[src/rtl/uart_loader_pkg.sv]
// Shared types and constants for the boot-time UART program loader.
package uart_loader_pkg;

    typedef enum logic [2:0] {
        IDLE   = 3'd0,
        SYNC   = 3'd1,
        LEN_LO = 3'd2,
        LEN_HI = 3'd3,
        DATA   = 3'd4,
        CSUM   = 3'd5,
        REPLY  = 3'd6
    } state_e;

    localparam logic [7:0] MAGIC_DEF = 8'hA5;
    localparam logic [7:0] ACK_DEF   = 8'h06;
    localparam logic [7:0] NAK_DEF   = 8'h15;

    function automatic logic [7:0] sum8_add(input logic [7:0] acc, input logic [7:0] data);
        return acc + data;
    endfunction

endpackage

[src/rtl/uart_loader_wordpack.sv]
// Packs payload bytes little-endian into 32-bit words and registers the memory write.
module uart_loader_wordpack
    import uart_loader_pkg::*;
#(
    parameter int ADDR_W = 12
) (
    input  logic              cpu_clk,
    input  logic              rst,
    input  logic              clr,
    input  logic              push,
    input  logic              wr_allow,
    input  logic [7:0]        data,
    input  logic [ADDR_W-1:0] addr,
    output logic              word_done,
    output logic              mem_we,
    output logic [ADDR_W-1:0] mem_addr,
    output logic [31:0]       mem_wdata
);

    logic [1:0]        idx_r;
    logic [23:0]       word_r;
    logic              mem_we_r;
    logic [ADDR_W-1:0] mem_addr_r;
    logic [31:0]       mem_wdata_r;
    logic              word_done_s;

    // A word completes when its fourth byte is pushed.
    always_comb begin
        word_done_s = 1'b0;
        if (push && (idx_r == 2'd3)) begin
            word_done_s = 1'b1;
        end else begin
            word_done_s = 1'b0;
        end
    end

    // Byte shifter, byte index and one-cycle registered write strobe.
    always_ff @(posedge cpu_clk) begin
        if (rst) begin
            idx_r       <= 2'd0;
            word_r      <= 24'd0;
            mem_we_r    <= 1'b0;
            mem_addr_r  <= {ADDR_W{1'b0}};
            mem_wdata_r <= 32'd0;
        end else begin
            mem_we_r <= 1'b0;
            if (clr) begin
                idx_r  <= 2'd0;
                word_r <= 24'd0;
            end else if (push) begin
                case (idx_r)
                    2'd0: word_r[7:0]   <= data;
                    2'd1: word_r[15:8]  <= data;
                    2'd2: word_r[23:16] <= data;
                    2'd3: begin
                        // Words past the end of memory are dropped, never wrapped.
                        if (wr_allow) begin
                            mem_we_r    <= 1'b1;
                            mem_addr_r  <= addr;
                            mem_wdata_r <= {data, word_r};
                        end
                    end
                    default: idx_r <= 2'd0;
                endcase
                idx_r <= idx_r + 2'd1;
            end
        end
    end

    assign word_done = word_done_s;
    assign mem_we    = mem_we_r;
    assign mem_addr  = mem_addr_r;
    assign mem_wdata = mem_wdata_r;

endmodule

[src/rtl/uart_loader.sv]
// Frame parser for the boot loader: sync, length, payload, checksum and ACK/NAK reply.
module uart_loader
    import uart_loader_pkg::*;
#(
    parameter int         ADDR_W = 12,
    parameter logic [7:0] MAGIC  = MAGIC_DEF,
    parameter logic [7:0] ACK    = ACK_DEF,
    parameter logic [7:0] NAK    = NAK_DEF
) (
    input  logic              cpu_clk,
    input  logic              rst,
    input  logic              start,
    input  logic              r_ready,
    input  logic [7:0]        r_data_in,
    output logic              r_enable,
    input  logic              w_ready,
    output logic              w_enable,
    output logic [7:0]        w_data_out,
    output logic              mem_we,
    output logic [ADDR_W-1:0] mem_addr,
    output logic [31:0]       mem_wdata,
    output logic              busy,
    output logic              done,
    output logic              error
);

    localparam logic [17:0] DEPTH = 18'd1 << ADDR_W;

    state_e      state_r, state_s;
    logic [7:0]  len_lo_r;
    logic [17:0] bytes_left_r;
    logic [16:0] word_idx_r;
    logic [7:0]  sum_r;
    logic        ovf_r;
    logic [7:0]  reply_r;
    logic        error_r;
    logic        done_r;
    logic        pop_s;
    logic        magic_s;
    logic        push_s;
    logic        reply_push_s;
    logic        wr_allow_s;
    logic        nak_s;
    logic        word_done_s;

    // Pop qualification and per-cycle strobes derived from the current state.
    always_comb begin
        pop_s        = 1'b0;
        reply_push_s = 1'b0;
        case (state_r)
            SYNC, LEN_LO, LEN_HI, DATA, CSUM: pop_s = r_ready;
            REPLY:                            reply_push_s = w_ready;
            default: begin
                pop_s        = 1'b0;
                reply_push_s = 1'b0;
            end
        endcase
        magic_s    = (state_r == SYNC) && pop_s && (r_data_in == MAGIC);
        push_s     = (state_r == DATA) && pop_s;
        wr_allow_s = ({1'b0, word_idx_r} < DEPTH);
        nak_s      = (r_data_in != sum_r) || ovf_r;
    end

    // Next-state logic; every stalled state simply holds.
    always_comb begin
        state_s = state_r;
        case (state_r)
            IDLE:   if (start) state_s = SYNC; else state_s = IDLE;
            SYNC:   if (magic_s) state_s = LEN_LO; else state_s = SYNC;
            LEN_LO: if (pop_s) state_s = LEN_HI; else state_s = LEN_LO;
            LEN_HI: begin
                if (pop_s) begin
                    if ({r_data_in, len_lo_r} == 16'd0) state_s = CSUM;
                    else state_s = DATA;
                end else begin
                    state_s = LEN_HI;
                end
            end
            DATA:   if (pop_s && (bytes_left_r == 18'd1)) state_s = CSUM; else state_s = DATA;
            CSUM:   if (pop_s) state_s = REPLY; else state_s = CSUM;
            REPLY:  if (w_ready) state_s = IDLE; else state_s = REPLY;
            default: state_s = IDLE;
        endcase
    end

    // Session registers: length, running sum, word index, overlength and reply.
    always_ff @(posedge cpu_clk) begin
        if (rst) begin
            state_r      <= IDLE;
            len_lo_r     <= 8'd0;
            bytes_left_r <= 18'd0;
            word_idx_r   <= 17'd0;
            sum_r        <= 8'd0;
            ovf_r        <= 1'b0;
            reply_r      <= 8'd0;
            error_r      <= 1'b0;
            done_r       <= 1'b0;
        end else begin
            state_r <= state_s;
            done_r  <= reply_push_s;
            case (state_r)
                IDLE: if (start) error_r <= 1'b0;
                SYNC: begin
                    if (magic_s) begin
                        sum_r      <= 8'd0;
                        ovf_r      <= 1'b0;
                        word_idx_r <= 17'd0;
                    end
                end
                LEN_LO: if (pop_s) len_lo_r <= r_data_in;
                LEN_HI: if (pop_s) bytes_left_r <= {r_data_in, len_lo_r, 2'b00};
                DATA: begin
                    if (pop_s) begin
                        bytes_left_r <= bytes_left_r - 18'd1;
                        sum_r        <= sum8_add(sum_r, r_data_in);
                        if (word_done_s) begin
                            word_idx_r <= word_idx_r + 17'd1;
                            if (!wr_allow_s) ovf_r <= 1'b1;
                        end
                    end
                end
                CSUM: begin
                    if (pop_s) begin
                        reply_r <= nak_s ? NAK : ACK;
                        error_r <= nak_s;
                    end
                end
                default: begin
                end
            endcase
        end
    end

    uart_loader_wordpack #(
        .ADDR_W (ADDR_W)
    ) u_wordpack (
        .cpu_clk   (cpu_clk),
        .rst       (rst),
        .clr       (magic_s),
        .push      (push_s),
        .wr_allow  (wr_allow_s),
        .data      (r_data_in),
        .addr      (word_idx_r[ADDR_W-1:0]),
        .word_done (word_done_s),
        .mem_we    (mem_we),
        .mem_addr  (mem_addr),
        .mem_wdata (mem_wdata)
    );

    assign r_enable   = pop_s;
    assign w_enable   = reply_push_s;
    assign w_data_out = reply_r;
    assign busy       = (state_r != IDLE);
    assign done       = done_r;
    assign error      = error_r;

endmodule

[config.mk]
export PLATFORM = sky130hd
export DESIGN_NAME = uart_loader
export DESIGN_NICKNAME = d
export VERILOG_FILES = /design/src/rtl/uart_loader_pkg.sv /design/src/rtl/uart_loader_wordpack.sv /design/src/rtl/uart_loader.sv
export SDC_FILE = /design/constraint.sdc
export NUM_CORES = 1
export LEC_CHECK = 0
export ABC_AREA = 1
export BUFFER_PORTS_ARGS = -buffer_cell sky130_fd_sc_hd__buf_4
export CAP_MARGIN = 20
export CORE_MARGIN = 1
export CORE_UTILIZATION = 35
export DETAILED_ROUTE_END_ITERATION = 8
export MAX_ROUTING_LAYER = met4
export PLACE_DENSITY = 0.5
export SYNTH_ARGS = -nofsm -noshare
export SYNTH_HDL_FRONTEND = slang
export SYNTH_SLANG_ARGS = --single-unit
[constraint.sdc]
create_clock -name cpu_clk -period 2.2 [get_ports cpu_clk]
set_input_delay 0.22 -clock cpu_clk [delete_from_list [all_inputs] [get_ports cpu_clk]]
set_output_delay 0.22 -clock cpu_clk [all_outputs]
set_load 0.01 [all_outputs]
**Yosys cells after proc, flatten, opt, wreduce, memory -nomap -nowiden**

Index checks and enable logic that the tools add are counted.

- Word-level logic and storage cells: 102
- Output and inout bits: 58
- Flip-flop bits (word level): 136

- Reduce and logical (&&, ||, !) cells: 27
- Bitwise gates (word level): 3
- $add $sub $neg: 4
- Equal/unequal tests: 19
- Muxes and demuxes: 32
- Order comparisons: 1

Operators by type and width:

| kind | number |
|---|---|
| $mux 17 | 3 |
| $mux 18 | 2 |
| $pmux 18 s2 | 1 |
| $pmux 17 s2 | 1 |
| $pmux 3 s7 | 1 |
| $eq 18x1->1 const B | 1 |
| $sub 18x1->18 const B | 1 |
| $add 17x1->17 const B | 1 |
| $lt 17x13->1 const B | 1 |
| $logic_not 16->1 | 1 |
| $mux 8 | 2 |
| $pmux 8 s2 | 1 |
| $mux 1 | 14 |
| $ne 2x2->1 const B | 6 |
| $reduce_and 2->1 | 5 |
| $eq 3x3->1 const B | 3 |
| $reduce_and 3->1 | 3 |
| $add 8x8->8 | 1 |
| $eq 8x8->1 const B | 1 |
| $ne 8x8->1 | 1 |
| $reduce_and 4->1 | 2 |
| $eq 3x2->1 const B | 2 |
| $mux 3 | 2 |
| $reduce_bool 2->1 | 3 |
| 18 further kinds | 27 |

**Depth between registers and ports, before layout**

Gate-level depths: netlist of run 1.

- Depth after elaboration: 9
- Gate-level depth with buffers: 11
- Depth with buffers taken out: 10

**Cells and area by module**

A second synthesis of run 1 with hierarchy kept.

- Cell total of the unflattened synthesis: 1022
- Area, all modules: 6850.3 sq um

By module, submodules not included:

| module | cells an instance | instances | area an instance (sq um) | sequential area each (sq um) |
|---|---|---|---|---|
| uart_loader | 613 | 1 | 3947.5 | 1201.2 |
| uart_loader_wordpack | 409 | 1 | 2902.8 | 1421.4 |

**Least setup slack after synthesis of run 1**

Ideal clock, no wire load.

- Path type: reg2reg
- Start: reg state_r[2]
- End: reg bytes_left_r[10]
- Arrival: 1315 ps
- Path buffers: 2
- Path slack: 770 ps
- Setup time: 116 ps
- Required time: 2084 ps
- Cell stages (with the launch flop): 10
- Cells stage by stage: dfxtp_1 > buf_4 > nand3_4 > nor2_8 > inv_1 > nand2_2 > inv_2 > buf_2 > a21oi_1 > nor2_1

- Cells in the longest elaborated chain, start to end: 5
- Elaborated cells on any way between the ends: 12

Ends and longest elaborated chain:

| what | line | RTL |
|---|---|---|
| start, declared | uart_loader.sv:29 | `state_e state_r, state_s;` |
| start signal, assigned | uart_loader.sv:99 | `state_r <= state_s;` |
| $eq 3x1->1, or another cell as far along | uart_loader.sv:50 | `case (state_r)` |
| $reduce_or 5->1 | uart_loader.sv:50 |  |
| $mux 1 | uart_loader.sv:50 |  |
| $ne 2x2->1 (no line) | n/a |  |
| $reduce_and 3->1 (no line) | n/a |  |
| end signal, assigned | uart_loader.sv:111 | `LEN_HI: if (pop_s) bytes_left_r <= {r_data_in, len_lo_r, 2'b00};` |
| end signal, assigned | uart_loader.sv:114 | `bytes_left_r <= bytes_left_r - 18'd1;` |
| end, declared | uart_loader.sv:31 | `logic [17:0] bytes_left_r;` |

Several ways; a longest one is shown, not always the timed one.
A chain may end at the register's enable or synchronous reset.

**Worst setup path after layout of run 1**

- Start: reg state_r[0]
- End: reg word_idx_r[10]

- Cells in the longest elaborated chain, start to end: 8
- Elaborated cells on any way between the ends: 18

Ends and longest elaborated chain:

| what | line | RTL |
|---|---|---|
| $eq 3x1->1, or another cell as far along | uart_loader.sv:50, uart_loader.sv:58, uart_loader.sv:101 |  |
| $reduce_or 5->1 | uart_loader.sv:50 |  |
| $mux 1 | uart_loader.sv:50 |  |
| $logic_and 1x1->1 | uart_loader.sv:59 | `push_s = (state_r == DATA) && pop_s;` |
| $logic_and 1x1->1 | uart_loader_wordpack.sv:30 | `if (push && (idx_r == 2'd3)) begin` |
| $mux 1 | uart_loader_wordpack.sv:30 |  |
| $ne 2x1->1 (no line) | n/a |  |
| $reduce_and 4->1 (no line) | n/a |  |
| end signal, assigned | uart_loader.sv:117 | `word_idx_r <= word_idx_r + 17'd1;` |
| end, declared | uart_loader.sv:32 | `logic [16:0] word_idx_r;` |

Several ways; a longest one is shown, not always the timed one.

==> results.toml, run 1 <==
[placed_design]
dp_hpwl_um = 11800
numPortBuffers = 66
gp_congestion = 0.8736
dp_cells = 1171
dp_worst_setup_slack_ps = 294.6

[worst_setup_path]
slowest_stage = "dfxtp_1"
critPathKind = "reg -> reg"
critPathLaunchType = "register"
crit_arrival_ps = 2280
cp_max_fo = 21
worstPathCellList = "inv_2 > nand3_4 > buf_4 > inv_2 > nand2_2 > nand3_4 > inv_2 > nand2_1 > a21oi_1"
rrSetupSlack_ps = 280
reg2reg_to = "word_idx_r[10]"
crit_start = "state_r[0]"
critPathMostFrequentCell = "inv_2"
end_kind = "register"
slowest_delay_ps = 430
r2r-start = "state_r[0]"
crit_required_ps = 2550
r2r_cells = 9

[power]
power.density_nw_per_um2 = 711.6
p_int_w = 0.004028
max-vdd-ir-drop_uv = 595.7
switching_share_pct = 24.38
p_sw_w = 0.001299
p_leak_nw = 3.362
power_frac_clock_pct = 51.3
p_seq_share_pct = 44.7
power_frac_comb_pct = 3.9

[sta]
drv_slew = 0
fin_ws_ps = 277.1
skew_ps = 8.659
rsz0062_at_grt = "false"
worstMarginPinSlew_ps = 528.7
tns_ps = 0
finalCriticalPeriod_ps = 1923
relSlewSlack_pct = 64.67
setup_viol_count_final = 0
max_freq_mhz = 520.1
hold_viol = 0
post-route-period-util_pct = 87.40

[clocking]
cts_tree = "built"
cts.sinks = 131
holdBufCountCts = 0
cts_made_buffers = 17
post_cts_resize_count = 0
htree_levels = 4
cts.clk_slew.worst_paths_ps = 60
cts_root_buf = "clkbuf_16"
cts_setup_buffers = 0
insertion_delay_ps = 430
cts_max_path_buffers = 2

[yosys]
ys_seq_area_share_pct = 42.13
synth_area_per_cell_um2 = 6.886
postSynthCellCount = 904
syn_area_um2 = 6225
ys_ff_latch = 131
yosysWarnings = 0
ys_types = 39

[cells_and_area]
stdcell_count = 1202
final_nets = 993
syn_to_final_growth_pct = 20.26
drive_gt1_share_pct = 13.00
antenna_cells = 0

[detailed_routing]
via_per_inst = 4.958
drt_wl_total_um = 17490
via_count = 5960
drtIter0Drc = 414
drtAntennaViolNets = 0
avgRoutedWirePerCell_um = 14.55
drtPass1Iterations = 5
drc = 0

[floorplan]
die_h_um = 135.4
pin_count = 71
std_cell_rows = 48
fp.dieArea_um2 = 18320
initial_core_util_pct = 35.86
core_area_um2 = 17360
die_w_um = 135.4

[global_routing]
grt_pass1_wl_um = 28500
antenna_found_initial = 0
grt_usage_pct = 20.66
gr-total-overflow = 0
grt_max_degree = 63
grt_pass1_vias = 5394

[min_path]
min_path_type = "in -> reg"
whs_endpoint = "done"
worstHoldStart = "w_ready"
whs_path_depth = 3

[outcome]
status = "finished, final reports clean"

[job]
max_cap_viol_count = 0
==> per-layer routing <==
metal	global-route usage (%)	vias up	part of all wire [%]
met2	30.94	163	44
met1	27.86	2713	50
met5	-	-	0
met4	5.618	0	1.1
li1	-	3066	-
met3	4.564	18	5.2
==> cell usage after synthesis <==
master / n / area share, %
a211oi_1: 1 / 0.12
a21boi_0: 1 / 0.12
a21o_1: 1 / 0.12
a21oi_1: 98 / 7.9
a31oi_1: 3 / 0.30
a41oi_1: 1 / 0.14
buf_1: 3 / 0.18
buf_2: 7 / 0.56
buf_4: 9 / 1.1
buf_6: 1 / 0.18
clkbuf_1: 20 / 1.2
conb_1: 1 / 0.060
dfxtp_1: 131 / 42
fa_1: 1 / 0.32
ha_1: 14 / 2.8
inv_1: 65 / 3.9
inv_2: 6 / 0.36
nand2_1: 173 / 10
nand2_2: 2 / 0.20
nand2_4: 2 / 0.36
nand3_1: 42 / 3.4
nand3_4: 2 / 0.56
nand3b_1: 2 / 0.24
nand4_1: 16 / 1.6
nor2_1: 196 / 12
nor2_4: 1 / 0.18
nor2_8: 1 / 0.32
nor3_1: 10 / 0.80
nor3_2: 1 / 0.16
nor3b_1: 1 / 0.12
o211ai_1: 2 / 0.24
o21ai_0: 72 / 5.8
o21ai_1: 1 / 0.080
o21bai_1: 4 / 0.48
o221ai_1: 1 / 0.14
o22ai_1: 1 / 0.10
or2_2: 2 / 0.20
xnor2_1: 3 / 0.42
xor2_1: 6 / 0.84
==> cell usage in the layout (no fill, tap or decap), types with 2 or more instances in the layout <==
cell type / instances
nor2_1: 196
nand2_1: 173
dfxtp_1: 131
a21oi_1: 98
buf_4: 78
o21ai_0: 72
inv_1: 65
nand3_1: 42
clkbuf_16: 17
nand4_1: 16
ha_1: 14
nor3_1: 10
inv_2: 6
xor2_1: 6
inv_6: 6
o21bai_1: 4
conb_1: 4
a31oi_1: 3
xnor2_1: 3
clkinvlp_4: 3
o211ai_1: 2
nand3_4: 2
nand2_4: 2
nand2_2: 2
or2_2: 2
nand3b_1: 2
clkinv_2: 2
==> cells by family after synthesis <==
group | synth area share (%)
and+or+nand+nor | 30.39
buffers and inverters | 7.497
other | 0.06024
xor gates and xnor gates | 1.266
DFF | 42.13
AOI/OAI and AO/OA | 15.52
adders and majority gates | 3.136
==> power by group through the flow <==
stage               Sequential (W)  Combinational (W)  Clock (W)
floorplan                  0.00243           0.000131          0
CTS                        0.00238           0.000211    0.00279
global route               0.00238           0.000234    0.00289
global placement           0.00244           0.000212          0
finish                     0.00238           0.000209    0.00273
detailed placement         0.00244           0.000211          0
==> sequential cells by signal (all words and copies together) (netlist names) <==
signal and flops:
u_wordpack.word_r 24, sum_r 8, state_r 3, u_wordpack.mem_wdata 32
bytes_left_r 18, error 1, ovf_r 1, w_data_out 3
u_wordpack.mem_addr 12, done 1, u_wordpack.mem_we 1, u_wordpack.idx_r 2
len_lo_r 8, word_idx_r 17
==> worst max-delay path, delay by kind of cell, from the launching register on <==
kind / cells / cell delay, ps
AOI/OAI and AO/OA: 1 / 130
and+or+nand+nor: 4 / 560
buffers and inverters: 4 / 730
DFF: 1 / 430
==> metrics by stage <==
step | area, µm² | hold WS, ps | total power (W) | util, %
3_5_place_dp | 6923 | 440.2 | 0.002647 | 39.89
2_1_floorplan | 6236 | 380.5 | 0.002565 | -
5_1_grt | 7486 | 88.69 | 0.005503 | 43.13
6_report | 7486 | 82.37 | 0.005327 | 43.13
3_3_place_gp | 6923 | 434.5 | 0.002648 | 39.89
4_1_cts | 7486 | 69.59 | 0.005387 | 43.13
==> area by class of cell <==
cell class | instances | area, µm²
fill | 1828 | 9871
timing repair buffer | 79 | 605.6
inverter | 71 | 266.5
multi-input combinational | 665 | 3147
clock buffer | 18 | 439.2
tap | 225 | 281.5
clock inverter | 13 | 123.9
sequential | 131 | 2623
==> worst max path at each step <==
stage                       end  slack [ps]
2_1_floorplan  bytes_left_r[10]         770
3_3_place_gp     word_idx_r[11]         340
3_5_place_dp     word_idx_r[14]         290
4_1_cts          word_idx_r[12]         280
5_1_grt          word_idx_r[11]          40
6_report         word_idx_r[10]         280
Note: power is estimated with default switching activity, not from simulation.
==> run 2, diff against run 1 <==
--- a/config.mk
+++ b/config.mk
@@ -9,10 +9,10 @@
 export BUFFER_PORTS_ARGS = -buffer_cell sky130_fd_sc_hd__buf_4
 export CAP_MARGIN = 20
 export CORE_MARGIN = 1
-export CORE_UTILIZATION = 35
+export CORE_UTILIZATION = 27
 export DETAILED_ROUTE_END_ITERATION = 8
 export MAX_ROUTING_LAYER = met4
-export PLACE_DENSITY = 0.5
+export PLACE_DENSITY = 0.41
 export SYNTH_ARGS = -nofsm -noshare
 export SYNTH_HDL_FRONTEND = slang
 export SYNTH_SLANG_ARGS = --single-unit
==> results.toml, run 2 (same netlist as run 1, synthesis figures left out) <==
[outcome]
status = "finished, final reports clean"

[worst_setup_path]
cp_max_fo = 16
worst-path-buf-inv = 1
slowest_stage = "dfxtp_1"
critPathLaunchType = "register"
worstPathCellList = "nand3_4 > nor2_8 > buf_4 > nand2_1 > a21oi_1 > nor2_1"
crit_family = "simple AND/OR/NAND/NOR gates"
rrSetupSlack_ps = 220
slowest_delay_ps = 500
crit_required_ps = 2500
r2r-start = "state_r[2]"
crit_start = "state_r[2]"
end_kind = "register"
critPathKind = "reg -> reg"
crit_arrival_ps = 2280

[placed_design]
numPortBuffers = 66
dp_hpwl_um = 12710
dp_cells = 1236
dp_worst_setup_slack_ps = 218.9
gp_congestion = 0.7942

[floorplan]
core_area_um2 = 22640
die_h_um = 153.8
fp.dieArea_um2 = 23670
initial_core_util_pct = 27.49
pin_count = 71
std_cell_rows = 55
die_w_um = 153.8

[clocking]
cts_setup_buffers = 0
cts_max_path_buffers = 2
insertion_delay_ps = 420
cts_tree = "built"
cts.clk_slew.worst_paths_ps = 60
cts.sinks = 131
htree_levels = 4
post_cts_resize_count = 0
cts_root_buf = "clkbuf_16"
cts_made_buffers = 17
holdBufCountCts = 0

[sta]
tns_ps = 0
relSlewSlack_pct = 56.94
worstMarginPinSlew_ps = 645.1
rsz0062_at_grt = "false"
drv_slew = 0
max_freq_mhz = 505.9
setup_viol_count_final = 0
post-route-period-util_pct = 89.85
skew_ps = 9.649
fin_ws_ps = 223.3
finalCriticalPeriod_ps = 1977
hold_viol = 0

[cells_and_area]
fin_util_pct = 33.69
final_cell_mix = "nor2_1 (196), nand2_1 (173), dfxtp_1 (131)"
final_common_cell = "nor2_1"
stdcell_count = 1268
antenna_cells = 0
largest_reg_flops = 32
final_nets = 998
drive_gt1_share_pct = 13.43
syn_to_final_growth_pct = 22.55

[job]
max_cap_viol_count = 0

[power]
total_power_w = 0.005377
p_leak_nw = 3.396
power.density_nw_per_um2 = 704.9
max-vdd-ir-drop_uv = 462.8

[detailed_routing]
via_count = 5805
drtAntennaViolNets = 0
avgRoutedWirePerCell_um = 14.65
drc = 0
via_per_inst = 4.578
drtIter0Drc = 356
drt_wl_total_um = 18580
drtPass1Iterations = 5

[global_routing]
antenna_found_initial = 0
grt_pass1_vias = 5547
grt_pass1_wl_um = 30190
grt_usage_pct = 16.85
gr-total-overflow = 0
grt_max_degree = 59

[min_path]
min_path_type = "in -> reg"
worstHoldStart = "w_ready"
==> run 2: cell types whose count changed in the layout (fill, tap and decap cells not counted), sizes merged <==
| cell | delta |
|---|---|
| clkinvlp | -1 |
| inv | -2 |
| clkinv | +3 |
| clkbuf | +1 |
| buf | +5 |
==> run 2: path summary, 6_finish.rpt <==
check,endpoint,cells after the start
worst max-delay path,u_wordpack.word_r[8],6
worst min-delay path,done,3
worst max register to register,u_wordpack.word_r[8],6
worst min register to register,w_data_out[2],2
==> run 2: per-stage QoR <==
step / area [µm²] / hold WS, ps
after detailed placement: 7061 / 443.7
after global placement: 7061 / 436.8
after floorplan: 6236 / 380.5
final: 7629 / 81.37
after global routing: 7629 / 120.0
after CTS: 7629 / 58.50
==> run 2: cell type report <==
class,instances,area [µm²]
tap,285,356.6
timing repair buffer,84,668.1
clock inverter,13,125.1
fill,2445,15010
inverter,71,266.5
multi-input combinational,665,3147
clock buffer,19,442.9
sequential,131,2623
==> run 2: worst reg2reg max path: cells and delay by family (launching register included) <==
family          cells  cell delay (ps)
compound gates      1              260
buf+inv             1              230
flops               1              500
simple gates        4              870
==> run 2: metal layers <==
metal / global-route usage [%] / vias up / wire, µm
li1: - / 3063 / -
met1: 22.88 / 2618 / 9613
met2: 25.48 / 110 / 8127
met3: 3.100 / 14 / 665
met4: 4.571 / 0 / 170
met5: - / - / 0
==> run 2: report_power, final <==
part	internal, W	switching [W]	total (W)
sequential	0.00238	0.00000663	0.00238
clock	0.00160	0.00117	0.00277
combinational	0.0000655	0.000159	0.000225
